<file path="src/rtl/banked_regfile_pkg.sv">
// Shared constants for the banked integer/float register file.
// Bank select encoding, default geometry and the hard-wired zero register index.
package regfile_pkg;
  localparam logic BANK_INT  = 1'b0;
  localparam logic BANK_FP   = 1'b1;
  localparam int   DEF_XLEN  = 32;
  localparam int   DEF_DEPTH = 32;
  localparam int   ZERO_REG  = 0;
endpackage

</file>
<file path="src/rtl/banked_regfile_if.sv">
// Decode/writeback-facing bundle of the banked register file: read ports, write port, reserve port.
// Master drives requests (decode/writeback/bench); slave is the register file.
interface banked_regfile_if #(
  parameter int XLEN   = regfile_pkg::DEF_XLEN,
  parameter int DEPTH  = regfile_pkg::DEF_DEPTH,
  parameter int NUM_RD = 2
);
  localparam int AW = $clog2(DEPTH);

  logic [NUM_RD-1:0]      rd_en;
  logic [NUM_RD-1:0]      rd_float;
  logic [NUM_RD*AW-1:0]   rd_addr;
  logic [NUM_RD*XLEN-1:0] rd_data;
  logic [NUM_RD-1:0]      rd_busy;
  logic                   wr_en;
  logic                   wr_float;
  logic [AW-1:0]          wr_addr;
  logic [XLEN-1:0]        wr_data;
  logic                   rsv_en;
  logic                   rsv_float;
  logic [AW-1:0]          rsv_addr;

  modport master (
    output rd_en, rd_float, rd_addr, wr_en, wr_float, wr_addr, wr_data,
           rsv_en, rsv_float, rsv_addr,
    input  rd_data, rd_busy
  );

  modport slave (
    input  rd_en, rd_float, rd_addr, wr_en, wr_float, wr_addr, wr_data,
           rsv_en, rsv_float, rsv_addr,
    output rd_data, rd_busy
  );
endinterface

</file>
<file path="src/rtl/banked_regfile_bank.sv">
// One register bank: DEPTH x XLEN storage plus busy scoreboard; state visible combinationally.
// PROTECT_ZERO=1 makes entry 0 a constant zero that is never written nor reserved.
module regfile_bank
  import regfile_pkg::*;
#(
  parameter int XLEN         = DEF_XLEN,
  parameter int DEPTH        = DEF_DEPTH,
  parameter bit PROTECT_ZERO = 1'b0,
  localparam int AW          = $clog2(DEPTH)
) (
  input  logic                       clk,
  input  logic                       rst_n,
  input  logic                       i_wr_en,
  input  logic [AW-1:0]              i_wr_addr,
  input  logic [XLEN-1:0]            i_wr_data,
  input  logic                       i_rsv_en,
  input  logic [AW-1:0]              i_rsv_addr,
  output logic [DEPTH-1:0][XLEN-1:0] o_regs,
  output logic [DEPTH-1:0]           o_busy
);
  logic [DEPTH-1:0][XLEN-1:0] r_regs;
  logic [DEPTH-1:0]           r_busy;
  logic                       w_wr_ok;
  logic                       w_rsv_ok;

  assign w_wr_ok  = i_wr_en  && !(PROTECT_ZERO && (i_wr_addr  == AW'(ZERO_REG)));
  assign w_rsv_ok = i_rsv_en && !(PROTECT_ZERO && (i_rsv_addr == AW'(ZERO_REG)));

  // Reservation is applied after the write so it wins on a shared target.
  always_ff @(posedge clk or negedge rst_n) begin
    if (!rst_n) begin
      r_regs <= '0;
      r_busy <= '0;
    end else begin
      if (w_wr_ok) begin
        r_regs[i_wr_addr] <= i_wr_data;
        r_busy[i_wr_addr] <= 1'b0;
      end
      if (w_rsv_ok) begin
        r_busy[i_rsv_addr] <= 1'b1;
      end
    end
  end

  assign o_regs = r_regs;
  assign o_busy = r_busy;
endmodule

</file>
<file path="src/rtl/banked_regfile.sv">
// Two-bank (int/float) register file, NUM_RD registered read ports, 1-cycle read latency, busy scoreboard.
// Optional same-cycle write-to-read forwarding when FWD_BYPASS_EN is defined; no backpressure.
module banked_regfile
  import regfile_pkg::*;
#(
  parameter int XLEN   = DEF_XLEN,
  parameter int DEPTH  = DEF_DEPTH,
  parameter int NUM_RD = 2
) (
  input  logic           clk,
  input  logic           rst_n,
  banked_regfile_if.slave bus
);
  localparam int AW = $clog2(DEPTH);

  logic [DEPTH-1:0][XLEN-1:0]  w_int_regs;
  logic [DEPTH-1:0][XLEN-1:0]  w_fp_regs;
  logic [DEPTH-1:0]            w_int_busy;
  logic [DEPTH-1:0]            w_fp_busy;
  logic [AW-1:0]               w_addr [NUM_RD];
  logic [NUM_RD-1:0][XLEN-1:0] w_val;
  logic [NUM_RD-1:0]           w_bsy;
  logic [NUM_RD-1:0][XLEN-1:0] r_rd_data;
  logic [NUM_RD-1:0]           r_rd_busy;

  regfile_bank #(.XLEN(XLEN), .DEPTH(DEPTH), .PROTECT_ZERO(1'b1)) u_int_bank (
    .clk       (clk),
    .rst_n     (rst_n),
    .i_wr_en   (bus.wr_en && (bus.wr_float == BANK_INT)),
    .i_wr_addr (bus.wr_addr),
    .i_wr_data (bus.wr_data),
    .i_rsv_en  (bus.rsv_en && (bus.rsv_float == BANK_INT)),
    .i_rsv_addr(bus.rsv_addr),
    .o_regs    (w_int_regs),
    .o_busy    (w_int_busy)
  );

  regfile_bank #(.XLEN(XLEN), .DEPTH(DEPTH), .PROTECT_ZERO(1'b0)) u_fp_bank (
    .clk       (clk),
    .rst_n     (rst_n),
    .i_wr_en   (bus.wr_en && (bus.wr_float == BANK_FP)),
    .i_wr_addr (bus.wr_addr),
    .i_wr_data (bus.wr_data),
    .i_rsv_en  (bus.rsv_en && (bus.rsv_float == BANK_FP)),
    .i_rsv_addr(bus.rsv_addr),
    .o_regs    (w_fp_regs),
    .o_busy    (w_fp_busy)
  );

  always_comb begin
    for (int p = 0; p < NUM_RD; p++) begin
      w_addr[p] = bus.rd_addr[p*AW +: AW];
      if (bus.rd_float[p] == BANK_FP) begin
        w_val[p] = w_fp_regs[w_addr[p]];
        w_bsy[p] = w_fp_busy[w_addr[p]];
      end else begin
        w_val[p] = w_int_regs[w_addr[p]];
        w_bsy[p] = w_int_busy[w_addr[p]];
      end
`ifdef FWD_BYPASS_EN
      // Forward the in-flight write; integer r0 stays hard zero.
      if (bus.wr_en && (bus.wr_float == bus.rd_float[p]) && (bus.wr_addr == w_addr[p]) &&
          !((bus.rd_float[p] == BANK_INT) && (w_addr[p] == AW'(ZERO_REG)))) begin
        w_val[p] = bus.wr_data;
        w_bsy[p] = bus.rsv_en && (bus.rsv_float == bus.rd_float[p]) &&
                   (bus.rsv_addr == w_addr[p]);
      end
`endif
    end
  end

  always_ff @(posedge clk or negedge rst_n) begin
    if (!rst_n) begin
      r_rd_data <= '0;
      r_rd_busy <= '0;
    end else begin
      for (int p = 0; p < NUM_RD; p++) begin
        if (bus.rd_en[p]) begin
          r_rd_data[p] <= w_val[p];
          r_rd_busy[p] <= w_bsy[p];
        end
      end
    end
  end

  assign bus.rd_data = r_rd_data;
  assign bus.rd_busy = r_rd_busy;
endmodule

</file>
<file path="src/flat_wrapper.sv">
// flat-port wrapper written by rule: the top's interface ports become plain ports
module banked_regfile_flat import regfile_pkg::*;
#(
  parameter int XLEN   = DEF_XLEN,
  parameter int DEPTH  = DEF_DEPTH,
  parameter int NUM_RD = 2
)
  (clk, rst_n, bus_rd_en, bus_rd_float, bus_rd_addr, bus_wr_en, bus_wr_float, bus_wr_addr, bus_wr_data, bus_rsv_en, bus_rsv_float, bus_rsv_addr, bus_rd_data, bus_rd_busy);
  banked_regfile_if #(.XLEN(XLEN), .DEPTH(DEPTH), .NUM_RD(NUM_RD)) bus_i ();
  input  logic clk;
  input  logic rst_n;
  input wire logic [$bits(bus_i.rd_en)-1:0] bus_rd_en;
  input wire logic [$bits(bus_i.rd_float)-1:0] bus_rd_float;
  input wire logic [$bits(bus_i.rd_addr)-1:0] bus_rd_addr;
  input wire logic [$bits(bus_i.wr_en)-1:0] bus_wr_en;
  input wire logic [$bits(bus_i.wr_float)-1:0] bus_wr_float;
  input wire logic [$bits(bus_i.wr_addr)-1:0] bus_wr_addr;
  input wire logic [$bits(bus_i.wr_data)-1:0] bus_wr_data;
  input wire logic [$bits(bus_i.rsv_en)-1:0] bus_rsv_en;
  input wire logic [$bits(bus_i.rsv_float)-1:0] bus_rsv_float;
  input wire logic [$bits(bus_i.rsv_addr)-1:0] bus_rsv_addr;
  output wire logic [$bits(bus_i.rd_data)-1:0] bus_rd_data;
  output wire logic [$bits(bus_i.rd_busy)-1:0] bus_rd_busy;
  assign bus_i.rd_en = bus_rd_en;
  assign bus_i.rd_float = bus_rd_float;
  assign bus_i.rd_addr = bus_rd_addr;
  assign bus_i.wr_en = bus_wr_en;
  assign bus_i.wr_float = bus_wr_float;
  assign bus_i.wr_addr = bus_wr_addr;
  assign bus_i.wr_data = bus_wr_data;
  assign bus_i.rsv_en = bus_rsv_en;
  assign bus_i.rsv_float = bus_rsv_float;
  assign bus_i.rsv_addr = bus_rsv_addr;
  assign bus_rd_data = bus_i.rd_data;
  assign bus_rd_busy = bus_i.rd_busy;
  banked_regfile #(.XLEN(XLEN), .DEPTH(DEPTH), .NUM_RD(NUM_RD)) u_core (.clk(clk), .rst_n(rst_n), .bus(bus_i));
endmodule
</file>
<file path="config.mk">
export PLATFORM = sky130hd
export DESIGN_NAME = banked_regfile_flat
export DESIGN_NICKNAME = d
export VERILOG_FILES = /design/src/rtl/banked_regfile_pkg.sv /design/src/rtl/banked_regfile_if.sv /design/src/rtl/banked_regfile_bank.sv /design/src/rtl/banked_regfile.sv /design/src/flat_wrapper.sv
export SDC_FILE = /design/constraint.sdc
export NUM_CORES = 2
export LEC_CHECK = 0
export CELL_PAD_IN_SITES_DETAIL_PLACEMENT = 1
export CELL_PAD_IN_SITES_GLOBAL_PLACEMENT = 1
export CORE_UTILIZATION = 30
export DETAILED_ROUTE_END_ITERATION = 12
export PLACE_DENSITY = 0.49
export SLEW_MARGIN = 20
export SYNTH_ARGS = -nofsm -noshare
export SYNTH_HDL_FRONTEND = slang
export SYNTH_SLANG_ARGS = --single-unit
</file>
<file path="constraint.sdc">
create_clock -name clk -period 1.9 [get_ports clk]
set_clock_uncertainty 0.15 [all_clocks]
set_input_delay 0.285 -clock clk [delete_from_list [all_inputs] [get_ports clk]]
set_output_delay 0.285 -clock clk [all_outputs]
set_load 0.005 [all_outputs]
</file>
==> run_results.csv <==
group,metric,value,unit
worst_setup_path,crit_type,"reg -> reg",
run_status,status,"finished with violations",
finish,fin_util,0.3943,
finish,drive_gt1_frac,0.5684,
detailed_routing,routed-via-count,81700,
worst_setup_path,crit_path_top_delay_cell,"o32ai_4",
clock_tree,cts_sinks,2178,
clock_tree,cts_tree,"done",
sta,setup_ws,-258.7,ps
placement,pre_cts_ws,-1818,ps
global_routing,grt_pass1_vias,88960,
global_routing,grt_antenna_before_repair,19,
floorplanning,die_w,619.2,µm
synthesis,synth.distinct_cells,46,
finish,nNetsFinal,9351,
sta,relSlewSlack,0.2450,
synthesis,avgSynthCellArea,13.93,µm²
global_routing,grt.overflow.total,0,
floorplanning,row_count,226,
global_routing,grt_max_degree,108,
sta,period_share,1.136,
power_and_ir_drop,power.density,922.8,nW/µm²
floorplanning,start_util,0.3016,
worst_setup_path,path_depth,6,
clock_tree,cts-root-buf,"clkbuf_16",
synthesis,yosysSeqAreaShare,0.4769,
placement,placed_cells,13950,
placement,post_dp_cell_area,136100,µm²
global_routing,grtUsageTotal,0.2653,
floorplanning,die_h,619.2,µm
worst_setup_path,critPathLaunch,"u_core.bus.rd_data[60]",
worst_setup_path,crit_required,2570,ps
detailed_routing,wl_per_cell,35.21,µm
run_status,violations,"negative setup slack",
worst_setup_path,cp-start-kind,"flip-flop",
floorplanning,dieArea,383400,µm²
worst_setup_path,worst-path-buf-inv,1,
sta,grt_setup_unrepaired,"true",
synthesis,synth_nets,8265,
detailed_routing,drtIter0Drc,6192,
worst_setup_path,path_cells,"buf_6 -> nor2b_4 -> a2111oi_4 -> o211ai_1 -> o32ai_4 -> nand2_1",
placement,dpl.hpwl,347900,µm
detailed_routing,detail_route.first_pass.iterations,5,
placement,port_buffers,127,
finish,synthToLayoutAreaGrowth,30.73,%
worst_setup_path,cpLargestDelayFamily,"compound AO/OA/AOI/OAI gates",
sta,whs,29.18,ps
detailed_routing,viasPerCell,5.626,
floorplanning,core,378900,µm²
detailed_routing,routed_wl,511300,µm
flow_run,maxCapViolations,0,
clock_tree,numCtsBuffers,279,
synthesis,synthesis.area,114300,µm²
global_routing,grt_pass1_wl,722200,µm
clock_tree,cts.clk_slew.worst_paths,60,ps
finish,final_cells,14520,
worst_setup_path,cp.arrival,2830,ps
worst_setup_path,r2r-start,"u_core.bus.rd_data[60]",
clock_tree,cts_buffer_depth,4,
sta,setup_viol,106,
detailed_routing,post-route-drc-count,0,
floorplanning,num_io_pins,128,
worst_setup_path,slowest_delay,460,ps
sta,tns,-9486,ps
power_and_ir_drop,p_leak,65.95,nW
sta,hold_viol_final,0,
power_and_ir_drop,power,137.9,mW
worst_setup_path,ff2ff_path_depth,6,
placement,globalplace.congestion,0.8669,
sta,fin_crit,2159,ps
detailed_routing,ant_nets,0,
clock_tree,clk_latency,970,ps
worst_setup_path,crit_fanout,2,
finish,fin_area,149400,µm²
worst_setup_path,critPathCaptureType,"flip-flop",
power_and_ir_drop,peakVddDrop,0.6507,mV
min_path,hold_path.class,"in -> async",
sta,drv_slew,0,
sta,max_freq,463.2,MHz
sta,worst_pin_slew,1130,ps
synthesis,syn_inst,8203,
synthesis,yosys_warnings,0,
synthesis,ys_seq_elements,2178,
clock_tree,htreeDepth,5,
## state kept, by name, indices dropped and copies added, names as in the netlist
signal and cells:
u_core.u_int_bank.o_busy 32, u_core.bus.rd_busy 2, u_core.u_fp_bank.o_busy 32, u_core.u_fp_bank.o_regs 1024, u_core.u_int_bank.o_regs 1024, u_core.bus.rd_data 64
## layout by cell type (no fill, tap or decap), drive strengths merged, types with 5 or more instances in the layout
cell,count
clkbuf,409
diode,6
a2111oi,32
nor3,5
o21ai,33
o32ai,66
and2,6
nor2b,208
nand3,9
o211ai,66
nand2,180
buf,1640
mux4,726
o22ai,168
clkinv,55
a211oi,132
mux2,2048
a21oi,133
dlygate4sd3,48
inv,56
nand4bb,5
mux2i,561
nand4b,9
bufinv,13
dfrtp,2178
nor2,216
nand3b,6
a22oi,264
nand4,6
clkdlybuf4s50,14
o22a,65
nand2b,9
nor4,102
## final timing paths
path                            slack (ps)                           end
worst max register to register        -260        u_core.bus.rd_data[60]
worst max-delay path                  -260        u_core.bus.rd_data[60]
max in group asynchronous               90  u_core.u_fp_bank.o_regs[591]
worst min register to register         250  u_core.u_int_bank.o_regs[18]
worst min-delay path                    30  u_core.u_int_bank.o_regs[89]
min in group clk                        70        u_core.bus.rd_data[41]
## worst min-delay path, stage by stage
cell and delay [ps]:
dlygate4sd3_1 630, buf_16 210, buf_12 370
## final cells by class
class                      instances  area [µm²]
clock buffer                     404        8157
sequential                      2178       54540
multi-input combinational       5072       59600
inverter                          40       150.1
tap                             5016        6276
fill                           38280      229500
antenna                            6       15.01
timing repair buffer            1718       19630
clock inverter                    87        1031
## cells by family after synthesis
logic type | Yosys count | share of synthesized area
AND/OR/NAND/NOR | 777 | 0.03457
AO/OA/AOI/OAI | 960 | 0.05939
buffers and inverters | 953 | 0.03515
flip-flops | 2178 | 0.4769
multiplexers | 3335 | 0.3940
## routing by layer
metal	vias to the layer above	global-route usage	part of all wire	wire, µm
met5	-	0	0.00018	94
met4	14	0.1063	0.045	23140
met3	811	0.02959	0.042	21380
li1	33480	-	-	-
met1	45260	0.3570	0.43	222300
met2	2133	0.4362	0.48	244400
## repair_timing
item,4_1_cts,5_1_grt
gates resized for setup,760,227
pin swaps,185,183
buffers inserted,49,28
endpoints found under the setup margin,177,437
hold buffers,52,0
cloned,1,5
endpoints found under the hold margin,4113,0
## synthesized netlist by cell type (all sizes together)
| cell type | number | area share |
|---|---|---|
| or4b | 2 | 0.00018 |
| clkbuf | 438 | 0.014 |
| o22ai | 168 | 0.0092 |
| nand3 | 9 | 0.00039 |
| and3 | 1 | 0.000055 |
| nand4bb | 5 | 0.00049 |
| a21oi | 133 | 0.0058 |
| a2111oi | 32 | 0.0025 |
| or3 | 1 | 0.000055 |
| nor2 | 216 | 0.0071 |
| dfrtp | 2178 | 0.48 |
| and2 | 6 | 0.00033 |
| inv | 40 | 0.0013 |
| a22oi | 264 | 0.017 |
| nand4b | 9 | 0.00069 |
| nand4 | 6 | 0.00033 |
| a32o | 1 | 0.000088 |
| mux2i | 561 | 0.049 |
| nor3 | 5 | 0.00022 |
| o22a | 65 | 0.0050 |
| nand2b | 9 | 0.00049 |
| mux2 | 2048 | 0.20 |
| o32ai | 66 | 0.0051 |
| nor4 | 102 | 0.0058 |
| or3b | 4 | 0.00031 |
| nand3b | 6 | 0.00039 |
| nor2b | 208 | 0.011 |
| or2 | 4 | 0.00022 |
| buf | 475 | 0.019 |
| mux4 | 726 | 0.14 |
| nor3b | 3 | 0.00020 |
| nand2 | 180 | 0.0059 |
| a211oi | 132 | 0.0087 |
| or4 | 1 | 0.000066 |
| o21ai | 33 | 0.0014 |
| o211ai | 66 | 0.0043 |
## power breakdown
part | internal, mW | total [mW] | switching (mW)
Sequential | 52.6 | 57.4 | 4.77
Clock | 31.8 | 54.3 | 22.5
Combinational | 14.4 | 26.2 | 11.8
Total | 98.8 | 138 | 39.1
Power figures use the tool's default switching activity.
